File: src/rtl/mem_arbiter.sv
// Two-requester (fetch/data) arbiter for a shared single-port memory. It keeps one
// transaction outstanding, grants combinationally from IDLE and returns rvalid after MEM_LAT cycles.
module mem_arbiter #(
  parameter int unsigned MEM_LAT = 1,
  parameter int unsigned AW      = 32
) (
  input  logic          clk,
  input  logic          rst,
  input  logic          i_req,
  input  logic [AW-1:0] i_addr,
  output logic          i_gnt,
  output logic          i_rvalid,
  output logic [31:0]   i_rdata,
  input  logic          d_req,
  input  logic          d_we,
  input  logic [AW-1:0] d_addr,
  input  logic [31:0]   d_wdata,
  output logic          d_gnt,
  output logic          d_rvalid,
  output logic [31:0]   d_rdata,
  output logic          mem_req,
  output logic          mem_we,
  output logic [AW-1:0] mem_addr,
  output logic [31:0]   mem_wdata,
  input  logic [31:0]   mem_rdata,
  output logic          busy
);

  localparam int unsigned CW = 4;
  localparam logic [0:0] IDLE = 1'b0;
  localparam logic [0:0] WAIT = 1'b1;

  logic [0:0]    state, state_nxt;
  logic [CW-1:0] cnt, cnt_nxt;
  logic          last_d, last_d_nxt;   // 1: data side granted last, and owns the WAIT transaction
  logic          we_q, we_nxt;
  logic          gnt_i, gnt_d, done;

  always_ff @(posedge clk or posedge rst) begin
    if (rst) begin
      state  <= IDLE;
      cnt    <= '0;
      last_d <= 1'b0;
      we_q   <= 1'b0;
    end else begin
      state  <= state_nxt;
      cnt    <= cnt_nxt;
      last_d <= last_d_nxt;
      we_q   <= we_nxt;
    end
  end

  // Arbitration, latency counting and output decode; everything is forced low while rst is high.
  always_comb begin
    state_nxt  = state;
    cnt_nxt    = cnt;
    last_d_nxt = last_d;
    we_nxt     = we_q;
    gnt_i      = 1'b0;
    gnt_d      = 1'b0;
    done       = 1'b0;
    if (!rst) begin
      case (state)
        IDLE: begin
          if (d_req && (!i_req || !last_d)) gnt_d = 1'b1;
          else if (i_req)                   gnt_i = 1'b1;
          if (gnt_i || gnt_d) begin
            state_nxt  = WAIT;
            cnt_nxt    = CW'(MEM_LAT - 1);
            last_d_nxt = gnt_d;
            we_nxt     = gnt_d & d_we;
          end
        end
        WAIT: begin
          if (cnt == '0) begin
            done      = 1'b1;
            state_nxt = IDLE;
          end else begin
            cnt_nxt = cnt - CW'(1);
          end
        end
        default: state_nxt = IDLE;
      endcase
    end

    i_gnt     = gnt_i;
    d_gnt     = gnt_d;
    mem_req   = gnt_i | gnt_d;
    mem_we    = gnt_d & d_we;
    mem_addr  = gnt_d ? d_addr : (gnt_i ? i_addr : '0);
    mem_wdata = gnt_d ? d_wdata : '0;
    i_rvalid  = done & ~last_d;
    d_rvalid  = done & last_d;
    i_rdata   = i_rvalid ? mem_rdata : '0;
    d_rdata   = (d_rvalid && !we_q) ? mem_rdata : '0;
    busy      = !rst && (state == WAIT);
  end

endmodule

File: config.mk
export PLATFORM = sky130hd
export DESIGN_NAME = mem_arbiter
export DESIGN_NICKNAME = d
export VERILOG_FILES = /design/src/rtl/mem_arbiter.sv
export SDC_FILE = /design/constraint.sdc
export NUM_CORES = 1
export LEC_CHECK = 0
export BUFFER_PORTS_ARGS = -buffer_cell sky130_fd_sc_hd__buf_2
export CELL_PAD_IN_SITES_DETAIL_PLACEMENT = 1
export CELL_PAD_IN_SITES_GLOBAL_PLACEMENT = 2
export CORE_MARGIN = 2
export CORE_UTILIZATION = 10
export CTS_BUF_LIST = sky130_fd_sc_hd__clkbuf_4 sky130_fd_sc_hd__clkbuf_8 sky130_fd_sc_hd__clkbuf_16
export CTS_CLUSTER_DIAMETER = 80
export DETAILED_ROUTE_END_ITERATION = 10
export PLACE_DENSITY_LB_ADDON = 0.12
export SLEW_MARGIN = 20
export SYNTH_ARGS = -nofsm -noshare
export SYNTH_HDL_FRONTEND = slang
export SYNTH_SLANG_ARGS = --single-unit
File: constraint.sdc
create_clock -name clk -period 2.8 [get_ports clk]
set_clock_uncertainty 0.15 [all_clocks]
set_input_delay 0.14 -clock clk [delete_from_list [all_inputs] [get_ports clk]]
set_output_delay 0.14 -clock clk [all_outputs]
set_load 0.01 [all_outputs]
==> metrics.sh, run 1 <==
R2R_SLACK_NS=1.11
AREA_DELTA_SYNTH_FINAL_PCT=112
HTREE_NUM_LEVELS=1
FINAL_NET_COUNT=587
NUMBER_OF_CLOCK_BUFFERS_INSERTED_BY_TRITONCTS=3
AVGROUTEDWIREPERCELL_UM=14.0
NUMBER_OF_SYNTHESIZED_FLOPS_WITH_AN_ENABLE_PIN=0
CELLPOWERDENSITY_nW_PER_UM2=278
STARTPOINT_TYPE='flop'
FINAL-INSTANCE-COUNT-EXCL-FILL=636
SYNTHDISTINCTLIBCELLS=28
YS_TOP_CELLS_BY_AREA='sky130_fd_sc_hd__and2_1 38%, sky130_fd_sc_hd__a22o_1 20%, sky130_fd_sc_hd__dfrtp_1 12%, sky130_fd_sc_hd__nor3b_2 6.8%, sky130_fd_sc_hd__clkbuf_1 3.3%'
SLEW_HEADROOM_PCT=59.8
TIMING_HOLD_VIOLATIONS_FINAL=0
DETAIL_ROUTE.FIRST_PASS.ITERATIONS=4
FINAL_WEIGHTED_CONGESTION_OF_ROUTABILITY_DRIVEN_GLOBAL_PLACEMENT=0.755
SYNTHESIS.AREA_PER_INSTANCE_SQ_UM=7.55
POST-ROUTE-DRC-COUNT=0
IOPINCOUNT=268
CTS.SINKS=7
OUTCOME='finished, final reports clean'
RSZ0062_AT_GRT='false'
FINALCRITICALPERIOD_NS=2.53
SYNTH_FP_NETS=328
IRDROPWORSTVDD_uV=149
CRITPATHMAXFANOUT=9
FIRST_GLOBAL_VIAS=2495
TIMING.FINAL.MAX_SLEW_VIOLATIONS=0
CORE-AREA_SQ_UM=14400
MIN_DELAY_PATH_DEPTH=2
ROUTED_WL_MM=8.87
FLOORPLAN.INITIALDENSITY_PCT=10.1
CELL_WITH_THE_MOST_INSTANCES_AFTER_SYNTHESIS='sky130_fd_sc_hd__and2_1'
CLOCK_TREE_FROM_TRITONCTS='yes'
TIMING_WORST_SLEW_PIN_VALUE_NS=0.603
R2R_WORST_PATH_DEPTH=5
DRT_ITER0_DRC=14
GRT_PASS1_WL_MM=13.2
YS_SEQ_ELEMENTS=7
GRT_ANTENNA_BEFORE_REPAIR=1
SETUP_VIOL_COUNT_FINAL=0
MULTIINPUTGATEAREA_SQ_UM=1190
POST_SYNTHESIS_INSTANCE_TOTAL=194
REGISTER_AREA_SQ_UM=175
DIEWIDTH_UM=125
CLOCK_TREE.ROOT_CELL='sky130_fd_sc_hd__clkbuf_16'
CRITPATHKIND='reg -> out'
GRT_START_MAX_NET_PINS=52
SYNTH_TOP_FLOP_CELL='sky130_fd_sc_hd__dfrtp_1'
MAPPEDNETLISTAREA_SQ_UM=1460
CTS_BUFFER_DEPTH=2
ANTENNA_LEFT=0
HOLDCRITPATHCLASS='in -> reg'
PLACE_WORST_SETUP_SLACK_NS=0.306
VIAS_PER_INSTANCE=3.83
VIAS=2438
PORTBUFFERS=267
WORSTHOLDENDPOINT='we_q'
SYNTH_TOP_CELL_AREA_SHARE_PCT=38.0
MINIMUM_SETUP_SLACK_IN_THE_FINAL_DESIGN_NS=0.269
TIMING.CRITICAL_PATH.REQUIRED_NS=2.51
TIMING.SETUP.TNS_NS=0
SYNTH-ASYNC-RESET-RATIO_PCT=100
YOSYSWARNINGS=0
CLKSLEWWORSTSETUPHOLDPATHS_NS=0.04
PLACEMENTROWS=44
PLACE_HPWL_MM=7.78
CRIT-REG2REG-CAPTURE='cnt[0]'
HEIGHT_OF_THE_DIE_UM=125
WORST_EP_ARRIVAL_NS=2.24
ENDPOINT_KIND='output pin'
LAYOUT.FILLER_CELLS=1835
MAXCLOCKFREQUENCY_MHz=395
P_LEAK_nW=1.94
WORST_HOLD_STARTPOINT='d_we'
DIEAREA_SQ_UM=15600
CLKLATENCYLATEPIN_NS=0.23
LAYOUT-DRIVE-GT1-SHARE_PCT=64.4
R2R_START='cnt[0]'
PERIOD_SHARE_PCT=90.4
MAX-CAP-VIOLATIONS=0
YOSYS-TOP-CELLS-COUNT='89 x sky130_fd_sc_hd__and2_1, 33 x sky130_fd_sc_hd__a22o_1, 13 x sky130_fd_sc_hd__clkbuf_1'
GR-USAGE-ALL-LAYERS_PCT=10.3
GRT_REMAINING_OVERFLOW=0
CELL_TYPE_WITH_THE_LARGEST_TOTAL_AREA_AFTER_SYNTHESIS='sky130_fd_sc_hd__and2_1'
PROPORTION_OF_SYNTHESIZED_CHIP_AREA_IN_SEQUENTIAL_CELLS_PCT=12.0
DPL.CELL_COUNT=631
ANTENNA_CELLS=0
metrics by stage:
| stage | utilization (%) | power, mW | cell area [sq um] | hold slack [ns] |
|---|---|---|---|---|
| after global routing | 21.5 | 0.923 | 3100 | 0.0339 |
| final | 21.5 | 0.862 | 3100 | 0.00399 |
| after CTS | 21.5 | 0.884 | 3090 | 0.0159 |
| after detailed placement | 20.8 | 0.620 | 3000 | 0.0304 |
| after global placement | 20.8 | 0.621 | 3000 | 0.0288 |
| after floorplan | - | 0.362 | 1460 | -0.198 |
how the worst max path moves through the flow:
stage                       from     endpoint  slack, ns  depth (start not counted)
after CTS                 cnt[0]   d_rdata[1]       0.05                          6
after detailed placement  cnt[0]   d_rdata[1]       0.31                          6
final                     cnt[0]   d_rdata[1]       0.27                          6
after floorplan           cnt[0]  d_rdata[10]       0.66                          6
after global placement    cnt[0]   d_rdata[1]       0.38                          6
after global routing      cnt[0]   d_rdata[2]       0.15                          6
kinds of logic after synthesis:
| family | share of synthesized area (%) |
|---|---|
| adders and majority gates | 0.855 |
| DFF | 12.0 |
| buffers and inverters | 7.52 |
| and+or+nand+nor | 52.9 |
| AOI/OAI and AO/OA | 24.7 |
| muxes | 2.05 |
repair_timing:
| action | CTS | global route |
|---|---|---|
| buffers inserted | 0 | 0 |
| hold buffers | 1 | 0 |
| endpoints found under the setup margin | 0 | 7 |
| hold endpoints to repair | 7 | 0 |
| gates resized for setup | 0 | 1 |
layout by cell type (no fill, tap or decap), drive strengths merged:
cell | netlist | layout
nand2b | 2 | 2
clkbuf | 13 | 4
a22o | 33 | 33
a21bo | 1 | 1
nand4b | 1 | 1
and3 | 1 | 1
and2 | 89 | 89
a21oi | 1 | 1
nor3b | 8 | 8
or2 | 1 | 1
nor3 | 4 | 4
buf | 5 | 271
ha | 1 | 1
or3 | 1 | 1
nor2 | 2 | 2
a211oi | 1 | 1
o21ai | 6 | 6
nor4 | 1 | 1
o211ai | 1 | 1
or4b | 1 | 1
dlygate4sd3 | 0 | 1
inv | 8 | 8
a21o | 1 | 1
nor2b | 1 | 1
mux2i | 3 | 3
dfrtp | 7 | 7
nand2 | 1 | 1
area by class of cell:
cell class	count	area share [%]
multi-input cells	161	38.5
inverters	8	0.969
flip-flops and latches	7	5.65
well taps	184	7.43
clock buffers	4	2.66
repair buffers	272	44.8
critical path: stages (launching register included):
cell                      delay (ns)
sky130_fd_sc_hd__dfrtp_1        0.39
sky130_fd_sc_hd__inv_1          0.07
sky130_fd_sc_hd__ha_1           0.22
sky130_fd_sc_hd__or4b_4         0.52
sky130_fd_sc_hd__or3_4          0.44
sky130_fd_sc_hd__nor3b_2        0.21
sky130_fd_sc_hd__buf_2          0.15
power breakdown:
group	switching (mW)	total [mW]	internal, mW
logic	0.241	0.472	0.231
registers	0.0241	0.134	0.110
clock network	0.0570	0.256	0.199
per-layer routing:
| metal | up-vias | routed length (um) | track usage, % |
|---|---|---|---|
| met2 | 171 | 4710 | 21.3 |
| met3 | 9 | 1020 | 3.47 |
| met5 | - | 13 | 0 |
| met4 | 2 | 118 | 2.42 |
| li1 | 1176 | - | - |
| met1 | 1080 | 3010 | 9.59 |
registers in the layout, summed over array words and instances, names as in the netlist:
register	cells
cnt	4
last_d	1
state	1
we_q	1
No activity file was read; power rests on OpenSTA's default activity.
==> inputs of run 2 (changes only) <==
--- a/config.mk
+++ b/config.mk
@@ -6,14 +6,13 @@
 export NUM_CORES = 1
 export LEC_CHECK = 0
 export BUFFER_PORTS_ARGS = -buffer_cell sky130_fd_sc_hd__buf_2
-export CELL_PAD_IN_SITES_DETAIL_PLACEMENT = 1
-export CELL_PAD_IN_SITES_GLOBAL_PLACEMENT = 2
-export CORE_MARGIN = 2
-export CORE_UTILIZATION = 10
+export CORE_AREA = 2 2 102 104
 export CTS_BUF_LIST = sky130_fd_sc_hd__clkbuf_4 sky130_fd_sc_hd__clkbuf_8 sky130_fd_sc_hd__clkbuf_16
 export CTS_CLUSTER_DIAMETER = 80
 export DETAILED_ROUTE_END_ITERATION = 10
+export DIE_AREA = 0 0 104 106
 export PLACE_DENSITY_LB_ADDON = 0.12
+export REMOVE_ABC_BUFFERS = 1
 export SLEW_MARGIN = 20
 export SYNTH_ARGS = -nofsm -noshare
 export SYNTH_HDL_FRONTEND = slang
==> run 2 against run 1 <==
Hold slack improved by 0.20 ns; utilization rose by 8.6 points; critical path depth did not move; first-iteration DRC count rose to 4.7 times the previous value; wire length fell by 9.9%; sequential share of layout area rose by 0.18 points; clock power fell by 41%; fmax fell by 4.8%; sequential cell count did not move; largest cell class unchanged; highest routed layer is now met4.
==> metrics.sh, run 2 (synthesis results as in run 1) <==
LARGEST_REGISTER_FFS=4  # unchanged
CTS.SINKS=7  # unchanged
AREA_DELTA_SYNTH_FINAL_PCT=105
GR-USAGE-ALL-LAYERS_PCT=12.9  # +2.6 points
PLACEMENTROWS=37  # -16%
MET1_USAGE_PCT=12.7  # +3.1 points
WORST_EP_ARRIVAL_NS=2.37  # +0.13 ns
GRT_START_MAX_NET_PINS=34  # -35%
CLKLATENCYLATEPIN_NS=0.23  # about the same
ANTENNA_CELLS=0  # unchanged
HIGHEST_COUNT_CELLS_IN_THE_LAYOUT_IGNORING_FILL_AND_TAPS='267 x sky130_fd_sc_hd__buf_2, 89 x sky130_fd_sc_hd__and2_1, 33 x sky130_fd_sc_hd__a22o_1, 8 x sky130_fd_sc_hd__inv_1, 8 x sky130_fd_sc_hd__nor3b_2'
DIEAREA_SQ_UM=11000  # -29%
ENDPOINT_KIND='output pin'
R2R_WORST_PATH_DEPTH=5  # unchanged
CELLPOWERDENSITY_nW_PER_UM2=250  # -10%
HTREE_NUM_LEVELS=1  # unchanged
R2R_SLACK_NS=1.10  # about the same
LARGEST_REGISTER='cnt'
TIMING.SETUP.TNS_NS=0  # unchanged
FINALCRITICALPERIOD_NS=2.66  # +0.129 ns
CRIT-REG2REG-CAPTURE='cnt[1]'
FINALCOREUTILIZATION_PCT=30.1  # +8.6 points
FLOORPLAN.INITIALDENSITY_PCT=14.6  # +4.5 points
AVGROUTEDWIREPERCELL_UM=13.6  # -2.8%
PORTBUFFERS=267  # unchanged
GRT_REMAINING_OVERFLOW=0  # unchanged
LAYOUT.FILLER_CELLS=1137  # -38%
CLKPWRFRAC_PCT=19.9  # -9.8 points
TIMING.CRITICAL_PATH.REQUIRED_NS=2.51  # about the same
CLOCK_TREE.ROOT_CELL='sky130_fd_sc_hd__clkbuf_8'
LAYOUT-DRIVE-GT1-SHARE_PCT=64.1  # -0.28 points
DETAILED_PLACE.AREA_SQ_UM=2940  # -2.2%
FINAL_NET_COUNT=589  # +0.34%
MINIMUM_SETUP_SLACK_IN_THE_FINAL_DESIGN_NS=0.141  # -0.129 ns
STARTPOINT_TYPE='flop'
TIMING_WORST_SLEW_PIN_VALUE_NS=0.547  # -0.0556 ns
PLACE_WORST_SETUP_SLACK_NS=0.376  # +0.0695 ns
SWSHARE_PCT=40.4  # +3.1 points
CTS_BUFFER_DEPTH=2  # unchanged
HOLDCRITPATHCLASS='in -> reg'
P_LEAK_nW=1.93  # -0.55%
WORSTHOLDENDPOINT='cnt[3]'
FINAL_CELL_AREA_SQ_UM=3010  # -3.0%
MIN_DELAY_PATH_DEPTH=4  # +2
OUTCOME='finished, final reports clean'
TIMING.FINAL.MAX_SLEW_VIOLATIONS=0  # unchanged
GLOBAL_ROUTE.USAGE.MET3_PCT=3.74  # +0.27 points
ANTENNA_LEFT=0  # unchanged
FINAL_COMMON_CELL='sky130_fd_sc_hd__buf_2'
GR-MAX-USAGE-LAYER='met2'
CELLINTERNALPOWER_uW=447  # -17%
SETUP_VIOL_COUNT_FINAL=0  # unchanged
DRT_ITER0_DRC=66  # +52
SEQUENTIALPOWERSHARE_PCT=17.7  # +2.1 points
POST-ROUTE-DRC-COUNT=0  # unchanged
PERIOD_SHARE_PCT=95.0  # +4.6 points
GLOBAL_ROUTE.USAGE.MET2_PCT=25.8  # +4.5 points
CLKSLEWWORSTSETUPHOLDPATHS_NS=0.04  # about the same
POWER.TOTAL_uW=751  # -13%
SWITCHING_POWER_uW=304  # -5.7%
RSZ0062_AT_GRT='false'
CLOCK_TREE_FROM_TRITONCTS='yes'
ROUTED_WL_MM=8.00  # -9.9%
IOPINCOUNT=268  # unchanged
FIRST_GLOBAL_VIAS=2149  # -14%
GRT_PASS1_WL_MM=11.4  # -14%
PLACE_HPWL_MM=7.03  # -9.6%
DIEWIDTH_UM=104  # -17%
GRT_ANTENNA_BEFORE_REPAIR=0  # -1
VIAS=2366  # -3.0%
WORST_HOLD_STARTPOINT='i_req'
SHARE_COMB_OF_TOTAL_POWER_PCT=62.3  # +7.6 points
MAX-CAP-VIOLATIONS=0  # unchanged
IRDROPWORSTVDD_uV=118  # -21%
CORE-AREA_SQ_UM=10000  # -31%
CRITPATHMAXFANOUT=9  # unchanged
CRITPATHKIND='reg -> out'
NUMBER_OF_CLOCK_BUFFERS_INSERTED_BY_TRITONCTS=3  # unchanged
VIAS_PER_INSTANCE=4.01  # +4.6%
R2R_START='cnt[0]'
TIMING_HOLD_VIOLATIONS_FINAL=0  # unchanged
FINAL_WEIGHTED_CONGESTION_OF_ROUTABILITY_DRIVEN_GLOBAL_PLACEMENT=0.830  # +9.9%
MAXCLOCKFREQUENCY_MHz=376  # -4.8%
DETAIL_ROUTE.FIRST_PASS.ITERATIONS=4  # unchanged
SLEW_HEADROOM_PCT=63.1  # +3.3 points
HEIGHT_OF_THE_DIE_UM=106  # -15%
## run 2: cell count changes in the layout (fill, tap and decap cells not counted)
cell	delta
sky130_fd_sc_hd__or3_4	-1
sky130_fd_sc_hd__buf_4	+2
sky130_fd_sc_hd__dlygate4sd3_1	+1
sky130_fd_sc_hd__or3_1	+1
sky130_fd_sc_hd__clkbuf_8	+3
sky130_fd_sc_hd__buf_12	-1
sky130_fd_sc_hd__clkbuf_16	-3
## run 2: cell type report
type | instances | area (sq um) | area share [%]
Clock buffer | 4 | 48.8 | 1.62
Inverter | 8 | 30.0 | 0.999
Multi-Input combinational cell | 161 | 1190 | 39.5
Sequential cell | 7 | 175 | 5.83
Tap cell | 136 | 170 | 5.66
Timing Repair Buffer | 274 | 1390 | 46.4
## run 2: metal layers
metal,vias up,part of all wire [%]
li1,1178,-
met3,8,11
met5,-,0
met4,0,1.9
met1,1020,35
met2,160,53
## run 2: what timing repair did
| action | 4_1_cts | 5_1_grt |
|---|---|---|
| resized for setup | 0 | 0 |
| hold endpoints to repair | 8 | 0 |
| setup buffers | 0 | 0 |
| hold buffers | 2 | 0 |
## run 2: critical path, stage by stage (launching register included)
cell	delay, ns
sky130_fd_sc_hd__dfrtp_1	0.40
sky130_fd_sc_hd__inv_1	0.07
sky130_fd_sc_hd__ha_1	0.23
sky130_fd_sc_hd__or4b_4	0.51
sky130_fd_sc_hd__or3_1	0.53
sky130_fd_sc_hd__nor3b_2	0.25
sky130_fd_sc_hd__buf_2	0.15
## run 2: metrics by stage
stage               cells  hold WS, ns
floorplan             176       -0.198
global placement      584       0.0246
detailed placement    584      0.00124
CTS                   590        0.206
global route          590        0.231
finish                590        0.208
## run 2: worst max-delay path by stage
stage | from | to | slack (ns) | cells after the start
2_1_floorplan | state | mem_addr[0] | 0.29 | 3
3_3_place_gp | cnt[0] | d_rdata[29] | 0.45 | 6
3_5_place_dp | cnt[0] | d_rdata[29] | 0.38 | 6
4_1_cts | cnt[0] | d_rdata[29] | 0.13 | 6
5_1_grt | cnt[0] | d_rdata[2] | 0.008 | 6
6_report | cnt[0] | d_rdata[29] | 0.14 | 6
## run 2: power by group through the flow
stage	Clock, mW	Sequential, mW	Combinational [mW]
detailed placement	0	0.135	0.475
global placement	0	0.135	0.473
finish	0.150	0.133	0.468
CTS	0.154	0.134	0.478
global route	0.162	0.136	0.510
floorplan	0	0.128	0.220
==> inputs of run 3 (changes only) <==
==> constraint.sdc (replaced) <==
create_clock -name clk -period 2.8 [get_ports clk]
set_clock_uncertainty 0.15 [all_clocks]
set_input_delay 0.14 -clock clk [delete_from_list [all_inputs] [get_ports clk]]
set_output_delay 0.14 -clock clk [all_outputs]
set_load 0.005 [all_outputs]
==> run 3 against run 2 <==
Sequential power about the same; combinational power down 10%; die area unchanged; utilization down 0.075 points; register-to-register slack better by 0.05 ns; via count down 0.30%; sequential share of layout area about the same; fmax up 2.3%; count of clock-buffer cells in the layout unchanged; global-route usage down 0.10 points.
==> metrics.sh, run 3 (synthesis results as in run 1) <==
LARGEST_REGISTER_FFS=4  # unchanged
CRITPATHMAXFANOUT=9  # unchanged
CELLINTERNALPOWER_uW=444  # -0.74%
GRT_START_MAX_NET_PINS=69  # +100%
CLOCK_TREE.ROOT_CELL='sky130_fd_sc_hd__clkbuf_8'
FLOORPLAN.INITIALDENSITY_PCT=14.6  # unchanged
PORTBUFFERS=267  # unchanged
PLACEMENTROWS=37  # unchanged
DRT_ITER0_DRC=111  # +68%
DPL.CELL_COUNT=583  # -0.17%
STARTPOINT_TYPE='flop'
POST-CTS-SETUP-BUFFERS=0  # unchanged
LARGEST_REGISTER='cnt'
NUMBER_OF_CLOCK_BUFFERS_INSERTED_BY_TRITONCTS=3  # unchanged
ROUTE.LAYER.MET1.WL_MM=2.76  # -0.86%
CRITPATHKIND='reg -> out'
ANTENNA_LEFT=0  # unchanged
FINAL_COMMON_CELL='sky130_fd_sc_hd__buf_2'
CORE-AREA_SQ_UM=10000  # unchanged
RSZ0062_AT_GRT='false'
PATH_BUF_INV=2  # unchanged
TIMING.SETUP.TNS_NS=0  # unchanged
SETUP_VIOL_COUNT_FINAL=0  # unchanged
FINAL-INSTANCE-COUNT-EXCL-FILL=589  # -0.17%
FINALCRITICALPERIOD_NS=2.60  # -0.0603 ns
CLKLATENCYLATEPIN_NS=0.23  # about the same
TIMING.CRITICAL_PATH.CELLS='inv_1, ha_1, or4b_4, or3_1, nor3b_2, buf_2'
DIEWIDTH_UM=104  # unchanged
FIRST_GLOBAL_VIAS=2229  # +3.7%
GRT_PASS1_WL_MM=11.4  # +0.48%
LAYOUT-DRIVE-GT1-SHARE_PCT=64.0  # -0.079 points
HIGHEST_COUNT_CELLS_IN_THE_LAYOUT_IGNORING_FILL_AND_TAPS='267 x sky130_fd_sc_hd__buf_2, 89 x sky130_fd_sc_hd__and2_1, 33 x sky130_fd_sc_hd__a22o_1, 8 x sky130_fd_sc_hd__inv_1, 8 x sky130_fd_sc_hd__nor3b_2'
TIMING_WORST_SLEW_PIN_VALUE_NS=0.599  # +0.0511 ns
AVGROUTEDWIREPERCELL_UM=13.2  # -2.3%
DETAIL_ROUTE.FIRST_PASS.ITERATIONS=5  # +1
HTREE_NUM_LEVELS=1  # unchanged
IRDROPWORSTVDD_uV=121  # +2.2%
CTS_BUFFER_DEPTH=2  # unchanged
DIEAREA_SQ_UM=11000  # unchanged
CTS.SINKS=7  # unchanged
IOPINCOUNT=268  # unchanged
CELLPOWERDENSITY_nW_PER_UM2=235  # -5.9%
HOLDCRITPATHCLASS='in -> reg'
TOPROUTINGLAYERUSED='met3'
SLEW_HEADROOM_PCT=60.1  # -3.0 points
TIMING_HOLD_VIOLATIONS_FINAL=0  # unchanged
WORST_PATH_LARGEST_CELL_DELAY_NS=0.53  # about the same
DR_WL_MET3_UM=760  # -10%
P_LEAK_nW=1.93  # -0.27%
VIAS_PER_INSTANCE=4.01  # -0.13%
VIAS=2359  # -0.30%
ANTENNA_CELLS=0  # unchanged
PLACE_HPWL_MM=6.83  # -2.9%
SEQUENTIALPOWERSHARE_PCT=18.9  # +1.2 points
MAXCLOCKFREQUENCY_MHz=385  # +2.3%
WORST_EP_ARRIVAL_NS=2.31  # -0.06 ns
GRT_REMAINING_OVERFLOW=0  # unchanged
ENDPOINT_KIND='output pin'
CLOCK_TREE_FROM_TRITONCTS='yes'
AREA_DELTA_SYNTH_FINAL_PCT=105
OUTCOME='finished, final reports clean'
TIMING.CRITICAL_PATH.REQUIRED_NS=2.51  # about the same
MAX-CAP-VIOLATIONS=0  # unchanged
PERIOD_SHARE_PCT=92.8  # -2.2 points
CELL_TYPE_GROUP_WITH_THE_LARGEST_TOTAL_DELAY_ON_THE_CRITICAL_PATH='simple AND/OR/NAND/NOR gates'
TIMING.FINAL.MAX_SLEW_VIOLATIONS=0  # unchanged
SWSHARE_PCT=37.0  # -3.4 points
HEIGHT_OF_THE_DIE_UM=106  # unchanged
ROUTED_WL_MM=7.80  # -2.4%
CLKSLEWWORSTSETUPHOLDPATHS_NS=0.04  # about the same
WL_MET2_MM=4.29  # +1.6%
FINAL_NET_COUNT=588  # -0.17%
CLKPWRFRAC_PCT=21.7  # +1.8 points
SWITCHING_POWER_uW=261  # -14%
FINAL_WEIGHTED_CONGESTION_OF_ROUTABILITY_DRIVEN_GLOBAL_PLACEMENT=0.815  # -1.8%
SHARE_COMB_OF_TOTAL_POWER_PCT=59.4  # -2.9 points
GRT_ANTENNA_BEFORE_REPAIR=0  # unchanged
CRITPATHSLOWESTCELL='sky130_fd_sc_hd__or3_1'
POST-ROUTE-DRC-COUNT=0  # unchanged
GR-USAGE-ALL-LAYERS_PCT=12.8  # -0.10 points
==> run 3: changes by cell type in the layout (fill, tap and decap cells not counted) <==
cell / delta
sky130_fd_sc_hd__buf_4: -1
==> run 3: area by class of cell <==
class	count	area, sq um
clock buffers	4	48.8
fillers	1102	7000
inverters	8	30.0
multi-input cells	161	1190
flip-flops and latches	7	175
well taps	136	170
repair buffers	273	1390
==> run 3: repair_timing <==
action | in CTS | in global routing
resized for setup | 0 | 0
hold endpoints to repair | 8 | 0
hold buffers | 2 | 0
==> run 3: path summary, 6_finish.rpt <==
check,startpoint,end,depth (start not counted),slack [ns]
setup / recovery,cnt[0],d_rdata[1],6,0.20
hold / removal,i_req,cnt[0],4,0.22
setup reg to reg,state,we_q,4,1.15
hold reg to reg,cnt[0],cnt[0],1,0.35
max in group asynchronous,rst,state,3,1.95
min in group asynchronous,rst,cnt[0],3,0.32
==> run 3: power groups by stage <==
stage | logic, mW | registers [mW] | clock network [mW]
global placement | 0.424 | 0.135 | 0
floorplan | 0.175 | 0.128 | 0
finish | 0.419 | 0.133 | 0.153
CTS | 0.429 | 0.133 | 0.156
detailed placement | 0.427 | 0.135 | 0
global route | 0.463 | 0.135 | 0.164
==> run 3: per-layer routing <==
metal | GRT usage, % | vias to the layer above
li1 | - | 1178
met1 | 13.0 | 1032
met2 | 26.2 | 149
met3 | 3.43 | 0
met4 | 2.03 | 0
met5 | 0 | -
==> run 3: tightest hold or removal path, delay by kind of cell <==
kind | cells | cell delay, ns
AO/OA/AOI/OAI | 1 | 0.15
buffers and inverters | 1 | 0.12
multiplexers | 1 | 0.07
AND/OR/NAND/NOR | 1 | 0.06
==> run 3: through the flow <==
step / hold slack (ns) / instance area [sq um] / worst slack (ns) / power (mW) / util [%]
after global placement: 0.0128 / 2930 / 0.468 / 0.559 / 29.3
after CTS: 0.212 / 3000 / 0.184 / 0.719 / 30.0
after detailed placement: 0.00937 / 2930 / 0.436 / 0.562 / 29.3
final: 0.217 / 3000 / 0.201 / 0.705 / 30.0
after floorplan: -0.198 / 1380 / 0.393 / 0.303 / -
after global routing: 0.257 / 3000 / 0.0822 / 0.762 / 30.0
